[config.mk]
export PLATFORM = sky130hd
export DESIGN_NAME = ras_call_ctrl
export DESIGN_NICKNAME = d
export VERILOG_FILES = /design/src/rtl/musa_stack_pkg.sv /design/src/rtl/stack_depth_ctr.sv /design/src/rtl/ras_call_ctrl.sv
export SDC_FILE = /design/constraint.sdc
export NUM_CORES = 1
export LEC_CHECK = 0
export CAP_MARGIN = 20
export CORE_ASPECT_RATIO = 0.7
export CORE_UTILIZATION = 42
export DETAILED_ROUTE_END_ITERATION = 10
export PLACE_DENSITY = 0.89
export SLEW_MARGIN = 20
export SYNTH_ARGS = -nofsm -noshare
export SYNTH_HDL_FRONTEND = slang
export SYNTH_SLANG_ARGS = --single-unit
[constraint.sdc]
create_clock -name clk -period 4.7 [get_ports clk]
set_input_delay 0.94 -clock clk [delete_from_list [all_inputs] [get_ports clk]]
set_output_delay 0.94 -clock clk [all_outputs]
set_load 0.01 [all_outputs]
[src/rtl/musa_stack_pkg.sv]
// rtl/musa_stack_pkg.sv - shared types and defaults for the return-address stack control path
package musa_stack_pkg;

   // Program-counter width of the core; the attached stack uses the same width.
   localparam int PC_W_DEFAULT = 18;

   // Sequencing states of the call/return controller.
   typedef enum logic [2:0] {
      S_IDLE     = 3'd0,
      S_PUSH     = 3'd1,
      S_POP      = 3'd2,
      S_POP_WAIT = 3'd3,
      S_ERR      = 3'd4,
      S_DONE     = 3'd5
   } ras_state_t;

endpackage

[src/rtl/stack_depth_ctr.sv]
// rtl/stack_depth_ctr.sv - saturating up/down occupancy counter for the return-address stack
module stack_depth_ctr #(
   parameter int DEPTH = 16,
   localparam int CNT_W = $clog2(DEPTH + 1)
) (
   input  logic             clk,
   input  logic             reset,
   input  logic             inc,
   input  logic             dec,
   output logic [CNT_W-1:0] count,
   output logic             full,
   output logic             empty
);

   localparam logic [CNT_W-1:0] MAX_CNT = CNT_W'(DEPTH);

   assign full  = (count == MAX_CNT);
   assign empty = (count == '0);

   // Count moves by one per strobe and clamps at both ends so it can never wrap.
   always_ff @(posedge clk) begin
      if (reset) begin
         count <= '0;
      end else if (inc && !dec && !full) begin
         count <= count + 1'b1;
      end else if (dec && !inc && !empty) begin
         count <= count - 1'b1;
      end
   end

endmodule

[src/rtl/ras_call_ctrl.sv]
// rtl/ras_call_ctrl.sv - turns call/return requests into timed push/pop strobes and a redirect PC
import musa_stack_pkg::*;

module ras_call_ctrl #(
   parameter int PC_W  = PC_W_DEFAULT,
   parameter int DEPTH = 16,
   localparam int CNT_W = $clog2(DEPTH + 1)
) (
   input  logic             clk,
   input  logic             reset,
   input  logic             call_req,
   input  logic [PC_W-1:0]  call_ret_addr,
   input  logic [PC_W-1:0]  call_target,
   input  logic             ret_req,
   output logic             busy,
   output logic             done,
   output logic [PC_W-1:0]  next_pc,
   output logic             next_pc_valid,
   output logic             ovf_err,
   output logic             unf_err,
   output logic [CNT_W-1:0] depth,
   output logic             stk_push,
   output logic             stk_pop,
   output logic [PC_W-1:0]  stk_din,
   input  logic [PC_W-1:0]  stk_dout
);

   ras_state_t      state;
   logic [PC_W-1:0] result;
   logic [PC_W-1:0] din_q;
   logic            err_is_ovf;
   logic            full;
   logic            empty;

   stack_depth_ctr #(
      .DEPTH (DEPTH)
   ) u_depth (
      .clk   (clk),
      .reset (reset),
      .inc   (stk_push),
      .dec   (stk_pop),
      .count (depth),
      .full  (full),
      .empty (empty)
   );

   // Requests are only looked at in IDLE; returns win ties so the call stays pending for the next IDLE.
   always_ff @(posedge clk) begin
      if (reset) begin
         state      <= S_IDLE;
         result     <= '0;
         din_q      <= '0;
         err_is_ovf <= 1'b0;
      end else begin
         case (state)
            S_IDLE: begin
               if (ret_req) begin
                  err_is_ovf <= 1'b0;
                  state      <= empty ? S_ERR : S_POP;
               end else if (call_req) begin
                  err_is_ovf <= 1'b1;
                  din_q      <= call_ret_addr;
                  result     <= call_target;
                  state      <= full ? S_ERR : S_PUSH;
               end
            end
            S_PUSH:     state <= S_DONE;
            S_POP:      state <= S_POP_WAIT;
            S_POP_WAIT: begin
               result <= stk_dout;
               state  <= S_DONE;
            end
            S_DONE:     state <= S_IDLE;
            S_ERR:      state <= S_IDLE;
            default:    state <= S_IDLE;
         endcase
      end
   end

   // Every output is a pure decode of state or a register, keeping inputs off all output paths.
   assign busy          = (state != S_IDLE);
   assign stk_push      = (state == S_PUSH);
   assign stk_pop       = (state == S_POP);
   assign done          = (state == S_DONE) || (state == S_ERR);
   assign next_pc_valid = (state == S_DONE);
   assign ovf_err       = (state == S_ERR) &&  err_is_ovf;
   assign unf_err       = (state == S_ERR) && !err_is_ovf;
   assign next_pc       = result;
   assign stk_din       = din_q;

endmodule

* Word-level counts from Yosys, hierarchy flattened
Index checks and enable logic that the tools add are counted.
** Word-level totals
- Register bits after elaboration :: 45
- Logic and storage cells :: 51
** Operators by class
- Muxes and demuxes :: 12
- Bitwise logic cells :: 1
- Reduce and logical (&&, ||, !) cells :: 22
- $add $sub $neg :: 2
- Eq/ne operators :: 9
** Operator list (count)
- $mux 18 :: 2
- $pmux 18 s2 :: 1
- $mux 3 :: 4
- $mux 5 :: 2
- $pmux 3 s3 :: 1
- $eq 3x2->1 const B :: 2
- $eq 3x3->1 const B :: 2
- $logic_and 1x1->1 :: 6
- $reduce_and 3->1 :: 2
- $reduce_bool 2->1 :: 3
- $add 5x1->5 const B :: 1
- $eq 5x5->1 const B :: 1
- $logic_not 1->1 :: 5
- $logic_not 5->1 :: 1
- $sub 5x1->5 const B :: 1
- $ne 2x2->1 const B :: 2
- $eq 3x1->1 const B :: 1
- $logic_not 3->1 :: 1
- $ne 3x3->1 const B :: 1
- $reduce_bool 3->1 :: 1
- $mux 1 :: 2
- $reduce_and 2->1 :: 1
- $reduce_or 2->1 :: 1
- $logic_or 1x1->1 :: 1
- $not 1->1 :: 1

* Longest topological paths before layout
- Depth after elaboration :: 6
- Gate-level depth with buffers :: 9
- Depth with buffers taken out :: 8

* Modules after synthesis
A second synthesis with hierarchy kept.
** Unflattened totals
- Cells, all modules :: 236
- Area, all modules :: 2232.1 um2
** By module, submodules not included
- ras_call_ctrl :: times used 1, cells each 194, area an instance 1820.5 um2
- stack_depth_ctr :: times used 1, cells each 42, area an instance 411.6 um2

* Worst setup path before layout
OpenSTA, ideal clock, no wires.
- Path type :: flip-flop to flip-flop
- Start point :: register state[1]
- End point :: register u_depth.count[4]
- Period minus slack after synthesis :: 2.393 ns
- Path slack :: 2.307 ns
- Buffers on the path :: 1
- Stages on the path, launching flop included :: 10
- Required time :: 4.635 ns
- Arrival time :: 2.328 ns
- Cells stage by stage :: dfxtp_1 -> clkbuf_2 -> or3b_2 -> a21oi_2 -> inv_1 -> fa_1 -> a21o_1 -> a21oi_1 -> mux4_2 -> nor2_1
** Between the ends
- Cells in the longest elaborated chain, start to end :: 5
- Elaborated cells between the ends (all ways) :: 10
** Ends and longest elaborated chain
- start, declared :: RTL line ras_call_ctrl.sv:28 : ras_state_t state;
- start signal, assigned :: RTL line ras_call_ctrl.sv:59 : state <= empty ? S_ERR : S_POP;
- start signal, assigned :: RTL line ras_call_ctrl.sv:64 : state <= full ? S_ERR : S_PUSH;
- $eq 3x2->1 or $eq 3x1->1 (tied branches) :: RTL line ras_call_ctrl.sv:83, ras_call_ctrl.sv:82
- $logic_not 1->1 (on tied branches) :: RTL line stack_depth_ctr.sv:24, stack_depth_ctr.sv:26
- $logic_and 1x1->1 (on tied branches) (2 in series) :: RTL line stack_depth_ctr.sv:24, stack_depth_ctr.sv:26
- $mux 5 or $reduce_bool 2->1 (tied branches)
- end signal, assigned :: RTL line stack_depth_ctr.sv:25 : count <= count + 1'b1;
- end signal, assigned :: RTL line stack_depth_ctr.sv:27 : count <= count - 1'b1;
- end, declared :: RTL line stack_depth_ctr.sv:10 : output logic [CNT_W-1:0] count,
Parallel ways exist; a longest one is shown, timed or not.
A chain may end at the register's enable or synchronous reset.

* Final worst setup path
- Start point :: register state[0]
- End point :: output stk_push
** Between the ends
- Cells in the longest elaborated chain, start to end :: 1
** Ends and longest elaborated chain
- $eq 3x1->1 :: RTL line ras_call_ctrl.sv:82 : assign stk_push = (state == S_PUSH);
- end, declared :: RTL line ras_call_ctrl.sv:22 : output logic stk_push,
No other way between the ends.

==> impl_metrics.csv <==
group,metric,value,unit
critical_path,cp-startpoint,"state[0]",
clocking,cts_buffers,5,
logic_synthesis,synth-seq-area-share,44.3,%
sta,tightest_slew,787,ps
logic_synthesis,synthesis.area,2030,µm²
logic_synthesis,synthesis.nets,310,
min_path,worstHoldEndpoint,"stk_din[12]",
floorplan,pin_count,106,
cells_and_area,area_delta_synth_final,54.0,%
logic_synthesis,yosysTopAreaCell,"dfxtp_1",
sta,rsz0062_at_grt,"no",
power_and_ir_drop,leakage,1.12,nW
grt,grt_pass1_vias,1979,
critical_path,startpoint_type,"flip-flop",
detailed_routing,via_per_inst,5.31,
floorplan,die_x,85.2,µm
critical_path,cp_max_fo,10,
power_and_ir_drop,p_per_area,477,nW/µm²
detailed_routing,drt-pass1-iter-count,4,
sta,setup_tns,0,ps
detailed_routing,num_vias,2125,
critical_path,crit_chain,"or3b_2 > inv_1 > clkdlybuf4s50_1",
cells_and_area,drive_gt1_share,4.64,%
logic_synthesis,synth_warnings,0,
sta,fin_skew,4.72,ps
floorplan,die_h,60.2,µm
placed_design,hpwl,4.11,mm
logic_synthesis,syn_inst,248,
placed_design,gp_congestion,0.805,
clocking,cts_resized,0,
critical_path,worst-path-buf-inv,2,
clocking,clockBufferDepth,2,
detailed_routing,wl_per_cell,14.2,µm
grt,antenna_found_initial,0,
clocking,htree_levels,2,
floorplan,rows,20,
logic_synthesis,ys_seq_elements,45,
clocking,clk_pin_slew,80,ps
detailed_routing,drtIter0Drc,67,
sta,worst_hold_slack,460,ps
critical_path,reg2reg_depth,8,
floorplan,core_area,4500,µm²
sta,maxSlewViolCount,0,
logic_synthesis,yosysTopAreaCellShare,44.3,%
run_status,status,"completed",
cells_and_area,final_common_cell,"clkdlybuf4s50_1",
power_and_ir_drop,ir_drop,0.000205,V
critical_path,crit_path_end_kind,"primary output",
min_path,whs_path_depth,2,
grt,grt_max_degree,37,
floorplan,start_util,45.2,%
job,maxCapViolCount,0,
cells_and_area,fillers,364,
detailed_routing,wl,5.67,mm
sta,setup_violations,0,
logic_synthesis,synth_area_leaders,"dfxtp_1 44%, nand2_1 13%, a311oi_1 7.7%",
grt,grt_overflow,0,
sta,finalCritPeriodShare,61.5,%
critical_path,cpPeakStageDelay,530,ps
min_path,hp-start,"stk_din[12]",
clocking,clock-sinks,45,
critical_path,required,3760,ps
critical_path,cp_slowest_cell,"dfxtp_1",
sta,min_period,2890,ps
sta,slew_headroom,47.3,%
critical_path,cp.arrival,1950,ps
critical_path,crit_family,"buffers and inverters",
logic_synthesis,synth.distinct_cells,40,
grt,grt_usage,22.9,%
critical_path,r2r_setup_slack,1970,ps
sta,hold_violations,0,
clocking,cts_root_buf,"clkbuf_8",
cells_and_area,mostFrequentLayoutCells,"105 x clkdlybuf4s50_1, 73 x nand2_1, 45 x dfxtp_1, 24 x a21oi_1, 22 x nor2_1",
clocking,clk-insertion-delay-late,290,ps
grt,grt_pass1_wl,9.03,mm
min_path,hp-class,"flip-flop to flip-flop",
placed_design,dp_slack,1630,ps
cells_and_area,num_antenna_cells,0,
detailed_routing,drc,0,
critical_path,r2r-end,"u_depth.count[4]",
floorplan,die_area,5130,µm²
clocking,post_cts_buffers,0,
placed_design,numPortBuffers,105,
logic_synthesis,postSynthAreaPerCell,8.20,µm²
clocking,postCtsHoldBufs,0,
sta,fin_ws,1810,ps
clocking,cts_tree,"yes",
detailed_routing,antenna_left,0,
sta,max_clock_freq,346,MHz
critical_path,r2r-start,"state[0]",
cells_and_area,nNetsFinal,406,
critical_path,critical_path_class,"flip-flop to primary output",
-- per-layer routing --
layer | up-vias | GRT usage (%) | part of all wire (%)
li1 | 1045 | - | -
met1 | 989 | 27.7 | 43
met2 | 84 | 37.8 | 46
met3 | 7 | 9.53 | 9.7
met4 | 0 | 6.78 | 0.93
met5 | - | 0 | 0
-- flip-flops by register name, summed over array words and instances (netlist names) --
signal,cells
u_depth.count,5
state,3
next_pc,18
stk_din,18
err_is_ovf,1
-- worst max path at each step --
stage	end	slack (ps)	cells past startpoint
CTS	stk_push	1800	3
detailed placement	next_pc[9]	1630	6
global route	stk_push	1710	3
finish	stk_push	1810	3
global placement	next_pc[12]	1700	6
floorplan	u_depth.count[4]	2310	9
-- Yosys cell counts (all sizes together) --
cell and instances:
or2 1, nor3b 3, nand2b 1, o21a 3
a21o 2, nand3 3, nor3 7, or4 1
xnor2 1, fa 1, o22ai 1, inv 4
xor2 1, and2 1, o31a 1, clkbuf 10
a211oi 1, a221oi 1, a31oi 1, buf 9
nand2 73, a311oi 18, ha 3, nor2b 1
o21ai 2, mux4 1, or3b 1, or4b 1
nor2 23, a21oi 25, nor4 1, dfxtp 45
nand3b 1
-- through the flow --
stage	cells	utilization (%)	power, mW	cell area (µm²)
after CTS	400	69.6	1.50	3130
after detailed placement	392	67.7	1.27	3050
after global placement	392	67.7	1.24	3050
final	400	69.6	1.49	3130
after global routing	400	69.6	1.60	3130
after floorplan	248	-	0.983	2030
-- report_power, final --
part	switching [mW]	internal [mW]	total [mW]
Combinational	0.340	0.371	0.711
Clock	0.127	0.103	0.231
Sequential	0.0864	0.467	0.553
-- worst min-delay path, stage by stage, from the launching register on --
cell,delay [ps]
dfxtp_1,310
nand2_1,50
a21oi_1,50
-- cell type report --
type	instances	area, µm²	area share, %
clock buffers	6	72.6	2.32
clock inverters	2	10.0	0.319
inverters	4	15.0	0.479
multi-input cells	180	992	31.7
flip-flops and latches	45	901	28.8
well taps	55	68.8	2.20
repair buffers	108	1070	34.3
-- kinds of logic after synthesis --
family	after synthesis	synth area share, %
compound gates	55	18.3
xor+xnor	2	0.861
fa+ha+maj	4	2.83
buf+inv	23	6.95
flops	45	44.3
mux	1	1.11
simple gates	118	25.7
Power figures use the tool's default switching activity.
